File: src/rtl/polmul_result_writeback.sv
// Drains the polynomial multiplier accumulator into the result BRAM, unpacked or bit-packed.
// Optional build macro WB_CHECKSUM_EN adds a running XOR checksum of written words.
module polmul_result_writeback #(
  parameter int unsigned NUM_WORDS  = 64,
  parameter int unsigned COEFF_BITS = 10,
  parameter int unsigned ADDR_W     = 7
) (
  input  logic              clk,
  input  logic              rst,
  input  logic              start,
  input  logic              pack_mode,
  input  logic              pol_mul_done,
  input  logic [63:0]       coeff4x_in,
  output logic              read,
  output logic              wr_en,
  output logic [ADDR_W-1:0] wr_addr,
  output logic [63:0]       wr_data,
  output logic              busy,
  output logic              done
`ifdef WB_CHECKSUM_EN
  ,
  output logic [63:0]       checksum
`endif
);

  localparam int unsigned CntW  = $clog2(NUM_WORDS);
  localparam int unsigned PackW = 4 * COEFF_BITS;
  localparam int unsigned BufW  = 64 + PackW - 1;
  localparam int unsigned FillW = $clog2(BufW + 1);
  localparam logic [CntW-1:0] LastCnt = CntW'(NUM_WORDS - 1);
  localparam logic [15:0] LaneMask = 16'((1 << COEFF_BITS) - 1);
  localparam logic [63:0] WordMask = {4{LaneMask}};

  typedef enum logic [2:0] {StIdle, StWaitMul, StDrain, StFlush, StDone} state_e;

  state_e             state_q, state_d;
  logic [CntW-1:0]    word_cnt_q, word_cnt_d;
  logic               pack_q, pack_d;
  logic [BufW-1:0]    buf_q, buf_d;
  logic [FillW-1:0]   fill_q, fill_d;
  logic [ADDR_W-1:0]  next_addr_q, next_addr_d;
  logic               wr_en_d;
  logic [ADDR_W-1:0]  wr_addr_d;
  logic [63:0]        wr_data_d;

  logic               start_acc;
  logic               emit;
  logic [63:0]        emit_data;
  logic [PackW-1:0]   packed_w;
  logic [BufW-1:0]    appended;
  logic [FillW-1:0]   fill_sum;

  // Gather the valid low bits of each lane into one dense field, lane 0 lowest.
  always_comb begin
    packed_w = '0;
    for (int i = 0; i < 4; i++) begin
      packed_w[i*COEFF_BITS +: COEFF_BITS] = coeff4x_in[i*16 +: COEFF_BITS];
    end
  end

  assign appended = buf_q | (BufW'(packed_w) << fill_q);
  assign fill_sum = fill_q + FillW'(PackW);

  assign read = (state_q == StDrain);
  assign busy = (state_q == StWaitMul) || (state_q == StDrain) || (state_q == StFlush);
  assign done = (state_q == StDone);

  always_comb begin
    state_d     = state_q;
    word_cnt_d  = word_cnt_q;
    pack_d      = pack_q;
    buf_d       = buf_q;
    fill_d      = fill_q;
    next_addr_d = next_addr_q;
    wr_en_d     = 1'b0;
    wr_addr_d   = wr_addr;
    wr_data_d   = wr_data;
    start_acc   = 1'b0;
    emit        = 1'b0;
    emit_data   = '0;

    unique case (state_q)
      StIdle, StDone: begin
        if (start) begin
          start_acc   = 1'b1;
          state_d     = StWaitMul;
          pack_d      = pack_mode;
          word_cnt_d  = '0;
          buf_d       = '0;
          fill_d      = '0;
          next_addr_d = '0;
          wr_addr_d   = '0;
        end
      end
      StWaitMul: begin
        if (pol_mul_done) state_d = StDrain;
      end
      StDrain: begin
        word_cnt_d = word_cnt_q + 1'b1;
        if (word_cnt_q == LastCnt) state_d = StFlush;
        if (!pack_q) begin
          emit      = 1'b1;
          emit_data = coeff4x_in & WordMask;
        end else if (fill_sum >= FillW'(64)) begin
          // Append and emit in one step; only the sub-64-bit residue stays buffered.
          emit      = 1'b1;
          emit_data = appended[63:0];
          buf_d     = appended >> 64;
          fill_d    = fill_sum - FillW'(64);
        end else begin
          buf_d  = appended;
          fill_d = fill_sum;
        end
      end
      StFlush: begin
        state_d = StDone;
        if (pack_q && (fill_q != '0)) begin
          emit      = 1'b1;
          emit_data = buf_q[63:0];
          buf_d     = '0;
          fill_d    = '0;
        end
      end
      default: state_d = StIdle;
    endcase

    if (emit) begin
      wr_en_d     = 1'b1;
      wr_data_d   = emit_data;
      wr_addr_d   = next_addr_q;
      next_addr_d = next_addr_q + 1'b1;
    end
  end

  always_ff @(posedge clk) begin
    if (rst) begin
      state_q     <= StIdle;
      word_cnt_q  <= '0;
      pack_q      <= 1'b0;
      buf_q       <= '0;
      fill_q      <= '0;
      next_addr_q <= '0;
      wr_en       <= 1'b0;
      wr_addr     <= '0;
      wr_data     <= '0;
    end else begin
      state_q     <= state_d;
      word_cnt_q  <= word_cnt_d;
      pack_q      <= pack_d;
      buf_q       <= buf_d;
      fill_q      <= fill_d;
      next_addr_q <= next_addr_d;
      wr_en       <= wr_en_d;
      wr_addr     <= wr_addr_d;
      wr_data     <= wr_data_d;
    end
  end

`ifdef WB_CHECKSUM_EN
  logic [63:0] cks_q;

  always_ff @(posedge clk) begin
    if (rst || start_acc) begin
      cks_q <= '0;
    end else if (emit) begin
      cks_q <= cks_q ^ emit_data;
    end
  end

  assign checksum = cks_q;
`endif

endmodule
File: config.mk
export PLATFORM = sky130hd
export DESIGN_NAME = polmul_result_writeback
export DESIGN_NICKNAME = d
export VERILOG_FILES = /design/src/rtl/polmul_result_writeback.sv
export SDC_FILE = /design/constraint.sdc
export NUM_CORES = 1
export LEC_CHECK = 0
export ABC_CLOCK_PERIOD_IN_PS = 2900
export BUFFER_PORTS_ARGS = -buffer_cell sky130_fd_sc_hd__clkbuf_2
export CORE_ASPECT_RATIO = 2
export CORE_MARGIN = 2
export CORE_UTILIZATION = 58
export DETAILED_ROUTE_END_ITERATION = 6
export PLACE_DENSITY_LB_ADDON = 0.05
export SYNTH_ARGS = -nofsm -noshare
export SYNTH_HDL_FRONTEND = slang
export SYNTH_SLANG_ARGS = --single-unit
File: constraint.sdc
create_clock -name clk -period 2.9 [get_ports clk]
set_clock_uncertainty 0.15 [all_clocks]
set_input_delay 0.87 -clock clk [delete_from_list [all_inputs] [get_ports clk]]
set_output_delay 0.87 -clock clk [all_outputs]
set_load 0.03 [all_outputs]
==> results.toml, run 1 <==
[critical_path]
worst-path-buf-inv = 2
required_ns = 1.88
crit_slowest_cell = "or3b_4"
critPathLaunchType = "register"
r2r_start = "fill_q[4]"
cp-end-kind = "output port"
cp_cell_sequence = "or3b_4 -> inv_4 -> clkbuf_2"
worst_r2r_path_depth = 5
path_max_fanout = 17
r2r-end = "wr_data[51]"
worst_path_largest_cell_delay_ns = 0.46
crit_type = "reg2out"
worstPathArrival_ns = 1.71
r2r_slack_ns = 0.28
crit_family = "simple AND/OR/NAND/NOR gates"

[cts]
clkTransAtPathRegs_ns = 0.07
clock_latency_ns = 0.45
cts_buffers = 17
clock_sinks = 196
clock_path_buffers = 2
cts_setup_buffers = 0
htreeDepth = 4
cts_tree = "yes"
clockRootBuffer = "clkbuf_16"

[route]
first_iter_violations = 1215
drc = 2
wirelength_um = 37700
ant_nets = 0
viasPerCell = 7.00
wl_per_cell_um = 25.4
drt_pass1_iterations = 7
num_vias = 10400

[global_route]
grt_max_degree = 64
antenna_found_initial = 1
overflow = 0
grt_pass1_wl_um = 56400
first_global_vias = 9515
track_usage_pct = 41.9

[layout]
seqCellArea_um2 = 3930
n_fill_cell = 1489
final_common_cell = "dfxtp_1"
mostFrequentLayoutCells = "194 x dfxtp_1, 132 x nand2_1, 126 x a21oi_1"
antenna_cells = 0
layout-drive-gt1-share_pct = 22.6
multiInputGateArea_um2 = 5460
layout.nets = 1336
area_delta_synth_final_pct = 16.4

[min_path]
holdCritPathClass = "reg2reg"
holdPathStages = 2
hp-start = "wr_data[27]"
whs_endpoint = "wr_data[27]"

[die]
die_h_um = 188
core_um2 = 16700
die_x_um = 96.1
die_area_um2 = 18100
pin_count = 144
start_util_pct = 59.0
row_count = 67

[timing]
finalSetupViolCount = 0
setup_slack_ns = 0.166
tns_ns = 0
max_freq_ghz = 0.366
finalMaxSlewViolations = 0
relSlewSlack_pct = 20.1
period_minus_slack_ns = 2.73
final-hold-violation-count = 0
tightest_slew_ns = 1.20
post-route-period-util_pct = 94.3
grt_setup_unrepaired = "false"

[place]
gp_congestion = 1.05
dp_hpwl_um = 26600
pre_cts_ws_ns = 0.111
port_buffers = 119

[synthesis]
synth_area_um2 = 9850
synthesis.nets = 1227
syn_inst = 1155
synth_ff_type = "dfxtp_1"
yosys_warnings = 0
ys_seq_area_share_pct = 39.8
synth_top_cell_by_area = "dfxtp_1"
synth_edf_count = 0
yosysTopAreaCellShare_pct = 39.8
syn_avg_cell_area_um2 = 8.53
async_flop_share_pct = 0
synth.distinct_cells = 59
ys_ff_latch = 196
synth.area.top_cells = "dfxtp_1 40%, a22oi_1 7.6%, a21oi_1 6.4%"

[power_and_ir_drop]
powerDensity_nw_per_um2 = 506
peakVddDrop_mv = 0.452
p_leak_uw = 0.00458

[flow_run]
maxCapViolCount = 0

[status]
outcome = "complete, but fails checks"
violations = "DRC"
kinds of logic after synthesis:
| group | synth area share [%] |
|---|---|
| adder cells (fa/ha/maj) | 0.381 |
| flip-flops | 39.8 |
| multiplexers | 6.80 |
| XOR/XNOR | 0.178 |
| AO/OA/AOI/OAI | 31.7 |
| AND/OR/NAND/NOR | 16.2 |
| buffers and inverters | 4.95 |
sequential cells by signal (all words and copies together) (netlist names):
register,count
fill_q,4
wr_addr,7
buf_q,103
pack_q,1
word_cnt_q,6
state_q,3
wr_en,1
next_addr_q,7
wr_data,64
power by group:
group          switching (µW)  internal, µW
logic                     474           200
registers                18.1          2720
clock network            1120          1270
total                    1610          4190
final cells by class:
class	count	area share (%)
clock inverters	11	0.972
multi-input cells	852	47.6
clock buffers	21	4.10
inverters	6	0.218
flip-flops and latches	196	34.3
repair buffers	191	10.6
well taps	207	2.26
metal layers:
metal / wire (µm) / part of all wire [%] / vias up / track usage (%)
li1: - / - / 4603 / -
met1: 13000 / 35 / 4869 / 48.7
met2: 17200 / 46 / 699 / 63.0
met3: 3630 / 9.6 / 210 / 9.56
met4: 3840 / 10 / 0 / 35.9
met5: 0 / 0 / - / 0
synth_stat cells (24+ instances only):
library cell and number:
a221o_1 26, a21o_1 39, a21oi_1 126, nor3_1 28, a221oi_1 36, mux2_2 47, nand3_1 29, o22ai_1 24
a22oi_1 100, clkbuf_1 62, nand2_1 132, nor2_1 74, o21ai_0 48, dfxtp_1 196
how the worst max path moves through the flow:
| stage | startpoint | endpoint | slack (ns) | cells after the start |
|---|---|---|---|---|
| 3_3_place_gp | coeff4x_in[23] | wr_data[17] | 0.1 | 7 |
| 2_1_floorplan | state_q[0] | read | 0.28 | 5 |
| 3_5_place_dp | coeff4x_in[23] | wr_data[17] | 0.11 | 7 |
| 6_report | state_q[2] | read | 0.17 | 3 |
| 4_1_cts | state_q[2] | read | 0.05 | 3 |
| 5_1_grt | fill_q[4] | buf_q[12] | 0.04 | 5 |
repair_timing:
action,in CTS,in global routing
resized for setup,1,2
hold buffers,0,0
gates cloned,0,0
setup endpoints to repair,1,3
worst register-to-register path, stage by stage (launching register included):
cell	delay, ns
dfxtp_2	0.38
buf_12	0.26
nor3b_1	1.01
a221oi_1	0.23
o22ai_1	0.41
a21o_1	0.12
metrics by stage:
| step | cell area, µm² | std cells | power (µW) | hold WS [ns] | utilization, % |
|---|---|---|---|---|---|
| after detailed placement | 10900 | 1452 | 3440 | 0.288 | 65.2 |
| after CTS | 11500 | 1484 | 5780 | 0.308 | 68.7 |
| final | 11500 | 1484 | 5800 | 0.307 | 68.7 |
| after global routing | 11500 | 1484 | 5940 | 0.327 | 68.7 |
| after global placement | 10900 | 1452 | 3430 | 0.287 | 65.2 |
| after floorplan | 9850 | 1155 | 3140 | 0.293 | - |
Power figures use the tool's default switching activity.
==> run 2, diff against run 1 <==
--- a/config.mk
+++ b/config.mk
@@ -5,10 +5,9 @@
 export SDC_FILE = /design/constraint.sdc
 export NUM_CORES = 1
 export LEC_CHECK = 0
-export ABC_CLOCK_PERIOD_IN_PS = 2900
+export ABC_CLOCK_PERIOD_IN_PS = 3000
 export BUFFER_PORTS_ARGS = -buffer_cell sky130_fd_sc_hd__clkbuf_2
 export CORE_ASPECT_RATIO = 2
-export CORE_MARGIN = 2
 export CORE_UTILIZATION = 58
 export DETAILED_ROUTE_END_ITERATION = 6
 export PLACE_DENSITY_LB_ADDON = 0.05
==> constraint.sdc (replaced) <==
create_clock -name clk -period 3 [get_ports clk]
set_clock_uncertainty 0.15 [all_clocks]
set_input_delay 0.9 -clock clk [delete_from_list [all_inputs] [get_ports clk]]
set_output_delay 0.9 -clock clk [all_outputs]
set_load 0.03 [all_outputs]
==> results.toml, run 2 (same netlist as run 1, synthesis figures left out) <==
[critical_path]
critical_path_depth = 3
required_ns = 1.95
path_max_fanout = 17
crit_path_end = "read"
crit_type = "reg2out"
worst_r2r_path_depth = 7
critPathLaunchType = "register"
crit_family = "buffers and inverters"
crit_slowest_cell = "or3b_1"
cp_cell_sequence = "or3b_1 -> inv_2 -> clkbuf_2"
r2r_start = "fill_q[5]"
worst_path_largest_cell_delay_ns = 0.44
setup.worst_path.start = "state_q[2]"
worst-path-buf-inv = 2
r2r_slack_ns = 0.26
r2r-end = "wr_data[23]"
worstPathArrival_ns = 1.81
cp-end-kind = "output port"

[cts]
htreeDepth = 4
clkTransAtPathRegs_ns = 0.08
clock_path_buffers = 2
clock_sinks = 196
hold_buffers = 0
ctsResizeCount = 0
clock_latency_ns = 0.45
cts_tree = "yes"
cts_setup_buffers = 0
cts_buffers = 17
clockRootBuffer = "clkbuf_16"

[power_and_ir_drop]
peakVddDrop_mv = 0.370
p_int_uw = 3980
power.share.switching_pct = 28.5
totalPowerFinal_uw = 5570
powerDensity_nw_per_um2 = 488
p_switching_uw = 1590
p_clk_share_pct = 41.1
p_comb_share_pct = 11.5
p_seq_share_pct = 47.4
p_leak_uw = 0.00454

[layout]
mostFrequentLayoutCells = "194 x dfxtp_1, 132 x nand2_1, 126 x a21oi_1"
layout.nets = 1329
final_common_cell = "dfxtp_1"
layout-drive-gt1-share_pct = 22.0
reg.largest.list = "buf_q: 103 flops, wr_data: 64 flops"
largest-register = "buf_q"
instances_no_fill = 1477
area_delta_synth_final_pct = 15.8
antenna_cells = 0
final_cell_area_um2 = 11400
largest_reg_flops = 103

[flow_run]
maxCapViolCount = 0

[route]
drc = 0
drt_pass1_iterations = 7
viasPerCell = 7.00
num_vias = 10300
first_iter_violations = 1258
ant_nets = 0
wl_per_cell_um = 25.4
wirelength_um = 37500

[timing]
finalSetupViolCount = 0
post-route-period-util_pct = 95.2
relSlewSlack_pct = 15.0
tightest_slew_ns = 1.27
final-hold-violation-count = 0
period_minus_slack_ns = 2.86
grt_setup_unrepaired = "false"
max_freq_ghz = 0.350
finalMaxSlewViolations = 0
tns_ns = 0

[die]
pin_count = 144
row_count = 67
start_util_pct = 59.0
core_um2 = 16700
die_area_um2 = 17500
die_x_um = 94.1
die_h_um = 186

[min_path]
holdCritPathClass = "reg2reg"

[global_route]
antenna_found_initial = 0
overflow = 0
grt_max_degree = 70
track_usage_pct = 42.9
grt_pass1_wl_um = 55700
first_global_vias = 9578

[place]
place_inst = 1445
gp_congestion = 1.08
port_buffers = 119
dp_hpwl_um = 26300
placed_cell_area_um2 = 10800

[status]
outcome = "finished clean"
[run 2: how the worst min path moves through the flow]
stage | slack, ns | cells past startpoint | endpoint | start
floorplan | 0.29 | 1 | buf_q[100] | buf_q[100]
global placement | 0.29 | 1 | wr_data[37] | wr_data[37]
detailed placement | 0.29 | 1 | wr_data[25] | wr_data[25]
CTS | 0.31 | 2 | wr_data[22] | wr_data[22]
global route | 0.33 | 1 | wr_data[37] | wr_data[37]
finish | 0.30 | 1 | wr_data[40] | wr_data[40]
[run 2: cell type report]
class | count | area [µm²]
Clock buffer | 18 | 429
Clock inverter | 14 | 143
Fill cell | 1426 | 5280
Inverter | 6 | 22.5
Multi-Input combinational cell | 852 | 5450
Sequential cell | 196 | 3930
Tap cell | 207 | 259
Timing Repair Buffer | 184 | 1170
[run 2: stage by stage]
| stage | setup WS (ns) | hold WS, ns | utilization [%] |
|---|---|---|---|
| global route | 0.0872 | 0.326 | 68.4 |
| CTS | 0.120 | 0.308 | 68.4 |
| finish | 0.143 | 0.304 | 68.4 |
| detailed placement | 0.158 | 0.288 | 64.9 |
| floorplan | 0.349 | 0.293 | - |
| global placement | 0.212 | 0.287 | 64.9 |
[run 2: power by group through the flow]
stage               clock network, µW  logic [µW]  registers [µW]
global route                     2400         657            2640
detailed placement                  0         610            2700
floorplan                           0         299            2740
CTS                              2300         612            2640
finish                           2290         641            2640
global placement                    0         607            2700
[run 2: layer usage]
layer	track usage, %	vias up	wire length, µm
li1	-	4575	-
met1	47.5	4836	12900
met4	40.9	0	4090
met3	9.07	223	3580
met5	0	-	0
met2	66.8	706	16900
==> run 3, diff against run 2 <==
--- a/config.mk
+++ b/config.mk
@@ -6,11 +6,12 @@
 export NUM_CORES = 1
 export LEC_CHECK = 0
 export ABC_CLOCK_PERIOD_IN_PS = 3000
-export BUFFER_PORTS_ARGS = -buffer_cell sky130_fd_sc_hd__clkbuf_2
 export CORE_ASPECT_RATIO = 2
-export CORE_UTILIZATION = 58
+export CORE_UTILIZATION = 60
 export DETAILED_ROUTE_END_ITERATION = 6
+export DONT_BUFFER_PORTS = 1
 export PLACE_DENSITY_LB_ADDON = 0.05
 export SYNTH_ARGS = -nofsm -noshare
 export SYNTH_HDL_FRONTEND = slang
 export SYNTH_SLANG_ARGS = --single-unit
+export TNS_END_PERCENT = 5
==> results.toml, run 3 (same netlist as run 1, synthesis figures left out) <==
[status]
outcome = "finished clean"

[cts]
clkTransAtPathRegs_ns = 0.07
clock_path_buffers = 2
cts_buffers = 17
clock_sinks = 196
cts_tree = "yes"
htreeDepth = 4
clock_latency_ns = 0.44
cts_setup_buffers = 0
clockRootBuffer = "clkbuf_16"

[global_route]
grt_pass1_wl_um = 53500
grt_max_degree = 142
first_global_vias = 9106
overflow = 0
antenna_found_initial = 0
track_usage_pct = 42.0

[timing]
tightest_slew_ns = 1.29
finalMaxSlewViolations = 0
tns_ns = 0
post-route-period-util_pct = 96.2
finalSetupViolCount = 0
final-hold-violation-count = 0
relSlewSlack_pct = 13.5
period_minus_slack_ns = 2.89
grt_setup_unrepaired = "false"
max_freq_ghz = 0.346

[critical_path]
setup.worst_path.start = "state_q[1]"
worstPathArrival_ns = 1.84
critPathLaunchType = "register"
crit_path_end = "read"
crit_type = "reg2out"
r2r_start = "fill_q[3]"
cp-end-kind = "output port"
required_ns = 1.95
worst_r2r_path_depth = 7
r2r-end = "buf_q[74]"
path_max_fanout = 10
r2r_slack_ns = 0.16

[die]
die_h_um = 183
die_x_um = 92.6
start_util_pct = 61.8
die_area_um2 = 17000
pin_count = 144
core_um2 = 15900
row_count = 65

[route]
wirelength_um = 35200
viasPerCell = 7.22
dr_wl_met3_um = 3890
wl_met2_um = 15800
drt_pass1_iterations = 6
drc = 0
ant_nets = 0
routed.top_layer = "met4"
wl_met1_um = 12200
first_iter_violations = 1195
num_vias = 9620
wl_per_cell_um = 26.4

[place]
port_buffers = 0
place_inst = 1301
gp_congestion = 0.987
dp_hpwl_um = 24300

[layout]
layout-drive-gt1-share_pct = 12.4
largest_reg_flops = 103
antenna_cells = 0
layout.nets = 1191
final_common_cell = "dfxtp_1"
mostFrequentLayoutCells = "194 x dfxtp_1, 132 x nand2_1, 126 x a21oi_1"
instances_no_fill = 1332
largest-register = "buf_q"
reg.largest.list = "buf_q: 103 flops, wr_data: 64 flops"
area_delta_synth_final_pct = 8.02

[power_and_ir_drop]
p_leak_uw = 0.00392
peakVddDrop_mv = 0.343
powerDensity_nw_per_um2 = 500

[min_path]
holdCritPathClass = "reg2reg"

[flow_run]
maxCapViolCount = 0
==> run 3: cell types whose count changed in the layout (fill, tap and decap cells not counted) <==
cell,delta
nor2_1,+1
clkbuf_8,+2
clkinv_4,+2
inv_6,-4
or3b_1,-1
or3b_4,+1
clkbuf_1,+1
buf_4,-19
nor2_2,-1
buf_12,-1
inv_8,-2
clkbuf_2,-118
==> run 3: area by class of cell <==
type / instances / area [µm²]
Clock inverter: 10 / 103
Fill cell: 1462 / 5300
Timing Repair Buffer: 46 / 420
Clock buffer: 21 / 460
Sequential cell: 196 / 3930
Multi-Input combinational cell: 852 / 5450
Tap cell: 201 / 251
Inverter: 6 / 22.5
==> run 3: worst min-delay path by stage <==
| stage | end | slack (ns) | start | depth (start not counted) |
|---|---|---|---|---|
| after floorplan | buf_q[100] | 0.29 | buf_q[100] | 1 |
| after global placement | buf_q[67] | 0.30 | buf_q[67] | 2 |
| after detailed placement | buf_q[101] | 0.31 | buf_q[101] | 1 |
| after CTS | wr_addr[6] | 0.33 | next_addr_q[6] | 2 |
| after global routing | wr_data[0] | 0.35 | buf_q[0] | 1 |
| final | buf_q[68] | 0.33 | buf_q[68] | 2 |
==> run 3: power breakdown <==
part | switching (µW) | internal (µW) | total [µW]
combinational | 281 | 136 | 417
clock | 1030 | 1190 | 2220
sequential | 58.4 | 2630 | 2680
total | 1370 | 3950 | 5320
==> run 3: metal layers <==
| layer | GRT usage [%] | vias up |
|---|---|---|
| met5 | 0 | - |
| met4 | 34.4 | 0 |
| met3 | 12.8 | 195 |
| met2 | 65.7 | 631 |
| met1 | 46.2 | 4491 |
| li1 | - | 4303 |
==> run 3: timing repair <==
action                                  4_1_cts  5_1_grt
resized for setup                             0        1
hold buffers                                  0        0
endpoints found under the setup margin        0        1
==> run 3: critical path: stages, from the launching register on <==
cell	delay, ns
dfxtp_1	0.47
or3b_4	0.49
inv_2	0.20
buf_4	0.24
==> run 3: stage by stage <==
stage | worst slack [ns] | hold slack, ns | cell area, µm² | total power, µW | utilization, %
after floorplan | 0.349 | 0.293 | 9850 | 3030 | -
after detailed placement | 0.342 | 0.307 | 10100 | 3140 | 63.2
after global routing | 0.0406 | 0.351 | 10600 | 5450 | 66.7
final | 0.114 | 0.329 | 10600 | 5320 | 66.7
after CTS | 0.00363 | 0.327 | 10600 | 5330 | 66.7
after global placement | 0.338 | 0.304 | 10100 | 3140 | 63.2
